[src/rtl/conv_cfg_ctrl_if.sv]
// Host-side bus of conv_cfg_ctrl: shadow-register writes, bank readback and start requests.
interface conv_cfg_ctrl_if #(
    parameter int unsigned DATA_W = 32,
    parameter int unsigned ADDR_W = 3
);
    logic              wr_valid;
    logic              wr_ready;
    logic [ADDR_W-1:0] wr_addr;
    logic [DATA_W-1:0] wr_data;
    logic [ADDR_W-1:0] rd_addr;
    logic              rd_bank;
    logic [DATA_W-1:0] rd_data;
    logic              start_req;

    modport master (
        output wr_valid, wr_addr, wr_data, rd_addr, rd_bank, start_req,
        input  wr_ready, rd_data
    );

    modport slave (
        input  wr_valid, wr_addr, wr_data, rd_addr, rd_bank, start_req,
        output wr_ready, rd_data
    );
endinterface

[src/rtl/conv_cfg_ctrl.sv]
// Configuration controller for the convolution accelerator.
// Host writes fill a shadow bank; a start request commits it atomically to the
// active bank, launches the core and tracks it to completion. One start can be
// queued behind a running job.
// Optional watchdog: define CONV_CFG_WDOG_EN to abort a core that runs for
// TIMEOUT cycles without signalling done.
module conv_cfg_ctrl #(
    parameter int unsigned DATA_W   = 32,
    parameter int unsigned NUM_REGS = 8,
    parameter int unsigned ADDR_W   = 3,
    parameter int unsigned TIMEOUT  = 65535
) (
    input  logic                         clk,
    input  logic                         rst,
    conv_cfg_ctrl_if.slave               host,
    output logic                         core_start,
    input  logic                         core_done,
    output logic                         core_abort,
    output logic [NUM_REGS*DATA_W-1:0]   cfg_active,
    output logic                         busy,
    output logic                         done_irq,
    output logic                         pending,
    output logic                         err_ovf,
    output logic                         err_tmo,
    input  logic                         err_clr
);

    typedef enum logic [1:0] {IDLE, COMMIT, LAUNCH, RUN} state_e;

    state_e            state_q, state_d;
    logic [DATA_W-1:0] shadow_q [NUM_REGS];
    logic [DATA_W-1:0] shadow_d [NUM_REGS];
    logic [DATA_W-1:0] active_q [NUM_REGS];
    logic [DATA_W-1:0] active_d [NUM_REGS];
    logic [DATA_W-1:0] rd_data_q, rd_data_d;
    logic              pending_q, pending_d;
    logic              err_ovf_q, err_ovf_d;
    logic              err_tmo_q, err_tmo_d;
    logic              done_irq_q, done_irq_d;
    logic              core_start_q, core_start_d;
    logic              busy_q, busy_d;
    logic              wr_ready_q, wr_ready_d;
    logic              ovf_set;
    logic              wdog_exp;

`ifdef CONV_CFG_WDOG_EN
    localparam int unsigned CNT_W = (TIMEOUT > 1) ? $clog2(TIMEOUT) : 1;

    logic [CNT_W-1:0] wdog_q, wdog_d;

    // Expiry is decided in the same cycle so a coincident core_done can win.
    assign wdog_exp = (state_q == RUN) && !core_done && (wdog_q == CNT_W'(TIMEOUT - 1));

    // Watchdog counts RUN cycles; held at zero outside RUN so it restarts on entry.
    always_comb begin
        wdog_d = '0;
        if (state_q == RUN) begin
            wdog_d = wdog_q + CNT_W'(1);
        end
    end

    // Watchdog counter register.
    always_ff @(posedge clk or posedge rst) begin
        if (rst) begin
            wdog_q <= '0;
        end else begin
            wdog_q <= wdog_d;
        end
    end
`else
    // No watchdog: RUN waits for core_done indefinitely; TIMEOUT has no effect.
    if (TIMEOUT == 0) begin : g_no_wdog
    end
    assign wdog_exp = 1'b0;
`endif

    // State register.
    always_ff @(posedge clk or posedge rst) begin
        if (rst) begin
            state_q <= IDLE;
        end else begin
            state_q <= state_d;
        end
    end

    // Next state, bank updates, start queueing, errors and registered outputs.
    always_comb begin
        state_d      = state_q;
        shadow_d     = shadow_q;
        active_d     = active_q;
        pending_d    = pending_q;
        err_ovf_d    = err_ovf_q;
        err_tmo_d    = err_tmo_q;
        ovf_set      = host.start_req && pending_q;

        unique case (state_q)
            IDLE:   if (host.start_req || pending_q) state_d = COMMIT;
            COMMIT: state_d = LAUNCH;
            LAUNCH: state_d = RUN;
            RUN: begin
                if (core_done) begin
                    state_d = (pending_q || host.start_req) ? COMMIT : IDLE;
                end else if (wdog_exp) begin
                    state_d = IDLE;
                end
            end
            default: state_d = IDLE;
        endcase

        if (host.wr_valid && wr_ready_q) begin
            shadow_d[host.wr_addr] = host.wr_data;
        end
        if (state_q == COMMIT) begin
            active_d = shadow_q;
        end

        // A start during a job queues; entering COMMIT consumes the queued start.
        if (host.start_req && !pending_q && (state_q != IDLE)) begin
            pending_d = 1'b1;
        end
        if ((state_d == COMMIT) && (state_q != COMMIT)) begin
            pending_d = 1'b0;
        end

        if (err_clr) begin
            err_ovf_d = 1'b0;
            err_tmo_d = 1'b0;
        end
        if (ovf_set) begin
            err_ovf_d = 1'b1;
        end
        if (wdog_exp) begin
            err_tmo_d = 1'b1;
        end

        done_irq_d   = (state_q == RUN) && core_done;
        core_start_d = (state_d == LAUNCH);
        busy_d       = (state_d != IDLE);
        wr_ready_d   = (state_d != COMMIT);
        rd_data_d    = host.rd_bank ? active_q[host.rd_addr] : shadow_q[host.rd_addr];
    end

    // Datapath and output registers.
    always_ff @(posedge clk or posedge rst) begin
        if (rst) begin
            shadow_q     <= '{default: '0};
            active_q     <= '{default: '0};
            rd_data_q    <= '0;
            pending_q    <= 1'b0;
            err_ovf_q    <= 1'b0;
            err_tmo_q    <= 1'b0;
            done_irq_q   <= 1'b0;
            core_start_q <= 1'b0;
            busy_q       <= 1'b0;
            wr_ready_q   <= 1'b1;
        end else begin
            shadow_q     <= shadow_d;
            active_q     <= active_d;
            rd_data_q    <= rd_data_d;
            pending_q    <= pending_d;
            err_ovf_q    <= err_ovf_d;
            err_tmo_q    <= err_tmo_d;
            done_irq_q   <= done_irq_d;
            core_start_q <= core_start_d;
            busy_q       <= busy_d;
            wr_ready_q   <= wr_ready_d;
        end
    end

    // Flatten the active bank: register k at bits [k*DATA_W +: DATA_W].
    for (genvar k = 0; k < NUM_REGS; k++) begin : g_active
        assign cfg_active[k*DATA_W +: DATA_W] = active_q[k];
    end

    assign host.wr_ready = wr_ready_q;
    assign host.rd_data  = rd_data_q;
    assign core_start    = core_start_q;
    assign core_abort    = wdog_exp;
    assign busy          = busy_q;
    assign done_irq      = done_irq_q;
    assign pending       = pending_q;
    assign err_ovf       = err_ovf_q;
    assign err_tmo       = err_tmo_q;

endmodule

[src/flat_wrapper.sv]
// flat-port wrapper written by rule: the top's interface ports become plain ports
module conv_cfg_ctrl_flat 
#(
    parameter int unsigned DATA_W   = 32,
    parameter int unsigned NUM_REGS = 8,
    parameter int unsigned ADDR_W   = 3,
    parameter int unsigned TIMEOUT  = 65535
)
  (clk, rst, core_start, core_done, core_abort, cfg_active, busy, done_irq, pending, err_ovf, err_tmo, err_clr, host_wr_valid, host_wr_addr, host_wr_data, host_rd_addr, host_rd_bank, host_start_req, host_wr_ready, host_rd_data);
  conv_cfg_ctrl_if #(.DATA_W(DATA_W), .ADDR_W(ADDR_W)) host_i ();
  input  logic clk;
  input  logic rst;
  output logic core_start;
  input  logic core_done;
  output logic core_abort;
  output logic [NUM_REGS*DATA_W-1:0] cfg_active;
  output logic busy;
  output logic done_irq;
  output logic pending;
  output logic err_ovf;
  output logic err_tmo;
  input  logic err_clr;
  input wire logic [$bits(host_i.wr_valid)-1:0] host_wr_valid;
  input wire logic [$bits(host_i.wr_addr)-1:0] host_wr_addr;
  input wire logic [$bits(host_i.wr_data)-1:0] host_wr_data;
  input wire logic [$bits(host_i.rd_addr)-1:0] host_rd_addr;
  input wire logic [$bits(host_i.rd_bank)-1:0] host_rd_bank;
  input wire logic [$bits(host_i.start_req)-1:0] host_start_req;
  output wire logic [$bits(host_i.wr_ready)-1:0] host_wr_ready;
  output wire logic [$bits(host_i.rd_data)-1:0] host_rd_data;
  assign host_i.wr_valid = host_wr_valid;
  assign host_i.wr_addr = host_wr_addr;
  assign host_i.wr_data = host_wr_data;
  assign host_i.rd_addr = host_rd_addr;
  assign host_i.rd_bank = host_rd_bank;
  assign host_i.start_req = host_start_req;
  assign host_wr_ready = host_i.wr_ready;
  assign host_rd_data = host_i.rd_data;
  conv_cfg_ctrl #(.DATA_W(DATA_W), .NUM_REGS(NUM_REGS), .ADDR_W(ADDR_W), .TIMEOUT(TIMEOUT)) u_core (.clk(clk), .rst(rst), .host(host_i), .core_start(core_start), .core_done(core_done), .core_abort(core_abort), .cfg_active(cfg_active), .busy(busy), .done_irq(done_irq), .pending(pending), .err_ovf(err_ovf), .err_tmo(err_tmo), .err_clr(err_clr));
endmodule
[config.mk]
export PLATFORM = sky130hd
export DESIGN_NAME = conv_cfg_ctrl_flat
export DESIGN_NICKNAME = d
export VERILOG_FILES = /design/src/rtl/conv_cfg_ctrl_if.sv /design/src/rtl/conv_cfg_ctrl.sv /design/src/flat_wrapper.sv
export SDC_FILE = /design/constraint.sdc
export NUM_CORES = 1
export LEC_CHECK = 0
export BUFFER_PORTS_ARGS = -buffer_cell sky130_fd_sc_hd__buf_4
export CORE_MARGIN = 10
export CORE_UTILIZATION = 57
export CTS_CLUSTER_DIAMETER = 40
export DETAILED_ROUTE_END_ITERATION = 7
export PLACE_DENSITY = 0.81
export SYNTH_ARGS = -nofsm -noshare
export SYNTH_HDL_FRONTEND = slang
export SYNTH_SLANG_ARGS = --single-unit
[constraint.sdc]
create_clock -name clk -period 25.9 [get_ports clk]
set_input_delay 3.885 -clock clk [delete_from_list [all_inputs] [get_ports clk]]
set_output_delay 3.885 -clock clk [all_outputs]
set_load 0.02 [all_outputs]
==> flow_metrics.tcl, run 1 <==
set metrics [dict create \
    status "complete, no violations" \
    ys.flop_type "dfrtp_1" \
    synth_cell_types 29 \
    insertion_delay_ps 580 \
    p_leak_nw 12.9 \
    cap_viol_max_count 0 \
    htree_levels 3 \
    final_cell_mix "dfrtp_1 (551), mux2_2 (510), buf_4 (354)" \
    num-fill-cells 2594 \
    hold_class "flip-flop to flip-flop" \
    synth.avg_cell_area_um2 16.7 \
    drcViolationCount 0 \
    finClkSkew_ps 20.1 \
    maxSlewHeadroom 0.203 \
    crit_required_ps 26470 \
    place.gp.congestion 0.801 \
    wl_met3_um 5110 \
    totalNegativeSetupSlack_ps 0 \
    fin_crit_ps 7000 \
    netlist_instances 1421 \
    cts_resized 0 \
    fin_crit_sh 0.270 \
    worstSetupStartpointType "input pin" \
    hold_slack_ps 506 \
    coreArea_um2 41000 \
    holdBufCountCts 0 \
    grt_pass1_wl_um 98600 \
    ys_seq_elements 552 \
    top_layer_used "met4" \
    finalSetupViolCount 0 \
    rsz0062_at_grt "false" \
    worstMarginPinSlew_ps 1200 \
    dpl.hpwl_um 39400 \
    clockBufferDepth 3 \
    arrival_ps 7570 \
    antenna_found_initial 1 \
    final_common_cell "dfrtp_1" \
    groute.usage.overall 0.254 \
    power.density_nw_per_um2 146 \
    synth_edf_count 0 \
    final_max_slew_viol_count 0 \
    postRouteAntennaNets 0 \
    nets 1800 \
    wl_met1_um 25400 \
    area_growth_pct 22.8 \
    grt_max_degree 194 \
    peakVddDrop_v 0.000176 \
    dieArea_um2 50300 \
    drt_pass1_iterations 5 \
    row_count 74 \
    io_buffer_count 338 \
    num_io_pins 341 \
    die_h_um 224 \
    worst-setup-path-type "input pin to asynchronous set/reset pin" \
    num_vias 14517 \
    viasPerCell 6.20 \
    ys_warn_count 0 \
    wl_um 63600 \
    seq_area_frac_synth 0.581 \
    wl_met2_um 31600 \
    drtIter0Drc 1279 \
    cts_buffers 73 \
    hold_viol_final 0 \
    first_global_vias 16119 \
    async_reset_ff_frac 1.00 \
    cts-root-buf "clkbuf_16" \
    wl_per_cell_um 27.2 \
    crit_fanout 193 \
    synth_area_um2 23800 \
    end_kind "asynchronous set/reset pin" \
    final_core_util 0.712 \
    path_clk_slew_ps 50 \
    drive_gt1_frac 0.627 \
    cts_setup_buffers 0 \
    die_w_um 224 \
    overflow 0 \
    r2r_setup_slack_ps 22840 \
    cts_tree "built" \
    timing.fmax_mhz 143 \
    floorplan.initialDensity 0.580 \
    cts_sinks 552 \
]
==> cell families (layout without fill, tap and decap cells) <==
| group | count (synthesis) | after routing | share of synthesized area |
|---|---|---|---|
| flops | 552 | 552 | 0.581 |
| other cells | 1 | 3 | 0.000158 |
| mux | 640 | 640 | 0.364 |
| compound gates | 69 | 69 | 0.0216 |
| buf+inv | 103 | 491 | 0.0224 |
| simple gates | 56 | 56 | 0.0108 |
==> power by group <==
part | switching [W] | internal [W]
clock network | 0.000388 | 0.000621
registers | 0.000377 | 0.00129
logic | 0.000717 | 0.000862
==> sequential cells by signal, summed over array words and instances (netlist names) <==
register and cells:
u_core.cfg_active 256, u_core.done_irq 1, u_core.host.wr_ready 1, u_core.host.rd_data 32, u_core.pending 1, u_core.err_ovf 1
u_core.state_q 2, u_core.shadow_q 256, u_core.core_start 1, u_core.busy 1
==> worst max-delay path, stage by stage <==
cell and delay (ps):
buf_4 130, inv_8 550, buf_12 660, buf_4 840
buf_4 910
==> cell usage after synthesis, types with 2 or more instances <==
| cell type | instances | area (µm²) |
|---|---|---|
| a22oi_1 | 64 | 480 |
| buf_1 | 9 | 33.8 |
| inv_1 | 3 | 11.3 |
| buf_4 | 7 | 52.6 |
| buf_6 | 6 | 67.6 |
| mux4_2 | 128 | 2880 |
| nor2_1 | 9 | 33.8 |
| clkbuf_2 | 2 | 10.0 |
| nand2b_1 | 2 | 12.5 |
| clkbuf_1 | 19 | 71.3 |
| nor2b_1 | 3 | 18.8 |
| buf_2 | 57 | 285 |
| mux2_2 | 510 | 5740 |
| dfrtp_1 | 551 | 13800 |
| or3_1 | 2 | 12.5 |
| o21ai_0 | 2 | 10.0 |
| nand2_1 | 35 | 131 |
==> metal layers <==
metal | vias to the layer above | track usage
met5 | - | 0
met4 | 0 | 0.0834
met3 | 112 | 0.0669
met2 | 601 | 0.410
met1 | 7792 | 0.331
li1 | 6012 | -
==> path summary, 6_finish.rpt <==
path / start / to / depth (start not counted)
min reg2reg: u_core.state_q[0]$_DFF_PP0_ / u_core.state_q[0]$_DFF_PP0_ / 1
max in group clk: host_rd_addr[0] / u_core.host.rd_data[24]$_DFF_PP0_ / 5
min in group asynchronous: rst / u_core.cfg_active[102]$_DFFE_PP0P_ / 2
max: rst / u_core.shadow_q[216]$_DFFE_PP0P_ / 5
min: u_core.state_q[0]$_DFF_PP0_ / u_core.state_q[0]$_DFF_PP0_ / 1
max reg2reg: u_core.state_q[1]$_DFF_PP0_ / u_core.cfg_active[250]$_DFFE_PP0P_ / 4
==> layout make-up <==
cell class	instances	area (µm²)	area share
clock inverter	38	445	0.0153
clock buffer	92	2020	0.0692
sequential	552	13800	0.473
inverter	3	18.8	0.000643
timing repair buffer	358	2720	0.0932
antenna	1	2.50	0.0000857
multi-input combinational	767	9510	0.326
tap	532	666	0.0228
==> per-stage QoR <==
step / setup WS, ps / cells / total power [W] / cell area (µm²)
after floorplan: 6580 / 1422 / 0.00258 / 23800
after global placement: 18360 / 2212 / 0.00318 / 26700
after detailed placement: 18290 / 2212 / 0.00324 / 26700
after CTS: 18900 / 2342 / 0.00428 / 29200
after global routing: 18370 / 2343 / 0.00445 / 29200
final: 18900 / 2343 / 0.00425 / 29200
Note: power is estimated with default switching activity, not from simulation.
==> inputs of run 2 (changes only) <==
Settings changed: ABC_AREA set to 1, CORE_UTILIZATION 57 to 58, PLACE_DENSITY 0.81 to 0.82.
Clock period 25.9 ns to 6.7 ns, I/O delays scaled along.
==> run 2 against run 1 <==
Net effect: sequential power grew to 3.4 times the previous value; via count grew 61%; clock power grew to 4.0 times the previous value; cell area grew 5.4%; setup slack lost 16000 ps; final cell count grew 80%; critical path depth grew 3; critical endpoint is now u_core.host.rd_data[14]$_DFF_PP0_.
==> flow_metrics.tcl, run 2 <==
set metrics [dict create \
    crit_fanout 176 \
    grt_max_degree 275 \
    num_io_pins 341 \
    p_seq_frac 0.390 \
    synth_top_family_by_area "simple AND/OR/NAND/NOR gates" \
    final_max_slew_viol_count 0 \
    peakVddDrop_v 0.000379 \
    hold_viol_final 0 \
    drtIter0Drc 2912 \
    drt_pass1_iterations 6 \
    grt_pass1_wl_um 121000 \
    end_kind "flip-flop" \
    combPwrFrac 0.331 \
    worst-setup-path-type "input pin to flip-flop" \
    hold_class "flip-flop to flip-flop" \
    die_w_um 230 \
    drive_gt1_frac 0.138 \
    viasPerCell 5.54 \
    seq_area_frac_synth 0.538 \
    rsz0062_at_grt "false" \
    netlist_instances 3337 \
    final_cell_mix "nand2_1 (1122), dfrtp_1 (551), o21ai_0 (507)" \
    floorplan.initialDensity 0.584 \
    switching_share 0.385 \
    async_reset_ff_frac 1.00 \
    finalSetupViolCount 0 \
    synth_area_um2 25700 \
    antenna_cells 0 \
    cts-root-buf "clkbuf_16" \
    wl_um 75900 \
    htree_levels 3 \
    post-synth-top-count-cell "nand2_1" \
    clockBufferDepth 3 \
    post-route-cell-area_um2 30800 \
    wl_per_cell_um 18.0 \
    status "complete, no violations" \
    crit_top_cell "nand3_1" \
    worstSetupStartpointType "input pin" \
    synthSimpleGateAreaFrac 0.249 \
    insertion_delay_ps 610 \
    ys.flop_type "dfrtp_1" \
    worstMarginPinSlew_ps 1200 \
    synthTopCellsByCount "nand2_1 (1126), dfrtp_1 (551), o21ai_0 (507), inv_1 (493), nand3_1 (415)" \
    ys_warn_count 0 \
    place.gp.congestion 0.824 \
    crit_path_top_delay_cell "inv_8" \
    row_count 77 \
    fin_crit_ps 3380 \
    cp_slowest_stage_delay_ps 860 \
    multiInputGateArea_um2 9010 \
    path_clk_slew_ps 60 \
    cts_buffers 72 \
    worstPathCellList "clkbuf_8 -> inv_8 -> buf_4 -> nand2_1 -> nand3_1 -> nand3_1 -> nand3_1 -> nand2_1" \
    ys_seq_elements 552 \
    first_global_vias 22435 \
    synth_edf_count 0 \
    placed_area_um2 28200 \
    cts_sinks 552 \
    io_buffer_count 338 \
    netlist.area_leader.share 0.537 \
    synth_xor_area_frac 0 \
    synth-compound-area-share 0.101 \
    seq_area_um2 13800 \
    arrival_ps 3840 \
    synthMuxAreaShare 0 \
    synth_area_leaders "dfrtp_1 (54%), nand2_1 (16%), o21ai_0 (9.9%), nand3_1 (8.1%), inv_1 (7.2%)" \
    maxSlewHeadroom 0.198 \
    die_h_um 230 \
    internal_power_w 0.00900 \
    groute.usage.overall 0.281 \
    timing.fmax_mhz 296 \
    postRouteAntennaNets 0 \
    overflow 0 \
    hold_slack_ps 488 \
    cts_tree "built" \
    num_vias 23318 \
    dieArea_um2 53100 \
    cts_resized 0 \
    holdBufCountCts 0 \
    nets 3605 \
    num-fill-cells 3465 \
    power.density_nw_per_um2 476 \
    synth_cell_types 21 \
    dpl.hpwl_um 44200 \
    cap_viol_max_count 0 \
    finClkSkew_ps 25.7 \
    power.switching_w 0.00563 \
    fin_crit_sh 0.504 \
    crit_required_ps 7160 \
    drcViolationCount 0 \
    synth_top_area_cell "dfrtp_1" \
    clkPwrFrac 0.279 \
    p_leak_nw 16.0 \
    synth.avg_cell_area_um2 7.69 \
    coreArea_um2 43900 \
    final_common_cell "nand2_1" \
    cts_setup_buffers 0 \
    synth_adder_area_share 0 \
    antenna_found_initial 0 \
    area_growth_pct 19.9 \
]
[run 2: changes by cell type in the layout (fill, tap and decap cells not counted), sizes merged, moves of 64 or more]
cell,previous run,this run
mux4,128,0
mux2,512,0
o21ai,2,517
inv,13,500
nand2,35,1130
nand3,1,415
a22oi,64,0
[run 2: worst paths after layout]
| path | startpoint | to | slack, ps | cells past startpoint |
|---|---|---|---|---|
| hold / removal | u_core.shadow_q[159]$_DFFE_PP0P_ | u_core.shadow_q[159]$_DFFE_PP0P_ | 490 | 2 |
| setup reg to reg | u_core.host.wr_ready$_DFF_PP1_ | u_core.shadow_q[175]$_DFFE_PP0P_ | 4350 | 6 |
| min in group asynchronous | rst | u_core.shadow_q[155]$_DFFE_PP0P_ | 620 | 2 |
| hold reg to reg | u_core.shadow_q[159]$_DFFE_PP0P_ | u_core.shadow_q[159]$_DFFE_PP0P_ | 490 | 2 |
| setup / recovery | host_rd_addr[0] | u_core.host.rd_data[14]$_DFF_PP0_ | 3320 | 8 |
| max in group asynchronous | rst | u_core.cfg_active[76]$_DFFE_PP0P_ | 4620 | 3 |
[run 2: metal layers]
metal	global-route usage	wire [µm]	up-vias
li1	-	-	10815
met1	0.366	30000	11058
met2	0.454	36100	1248
met3	0.0635	7110	197
met4	0.107	2670	0
met5	0	0	-
[run 2: logic make-up after synthesis]
group / Yosys count
and+or+nand+nor: 1560
buffers and inverters: 706
DFF: 552
AOI/OAI and AO/OA: 518
other: 1
[run 2: through the flow]
step | instances | TNS, ps | worst slack, ps | utilization | power [W]
6_report | 4211 | 0 | 3320 | 0.700 | 0.0146
5_1_grt | 4211 | 0 | 3220 | 0.700 | 0.0156
4_1_cts | 4211 | 0 | 3530 | 0.700 | 0.0147
3_5_place_dp | 4078 | 0 | 2960 | 0.642 | 0.0105
3_3_place_gp | 4078 | 0 | 3050 | 0.642 | 0.0103
2_1_floorplan | 3338 | -1000620 | -1820 | - | 0.00858
[run 2: worst max-delay path: cells and delay by family]
family / cells / cell delay, ps
buffers and inverters: 3 / 2020
and+or+nand+nor: 5 / 550
[run 2: final cells by class]
cell class,instances,area share
Inverter,495,0.0608
Multi-Input combinational cell,2080,0.293
Sequential cell,552,0.449
Tap cell,592,0.0241
Timing Repair Buffer,359,0.0894
Clock buffer,94,0.0673
Clock inverter,39,0.0165
[run 2: power groups by stage]
stage | sequential, W | clock [W] | combinational (W)
after floorplan | 0.00616 | 0 | 0.00242
after global placement | 0.00567 | 0 | 0.00468
after detailed placement | 0.00568 | 0 | 0.00481
after global routing | 0.00584 | 0.00427 | 0.00546
after CTS | 0.00567 | 0.00412 | 0.00487
final | 0.00570 | 0.00409 | 0.00484
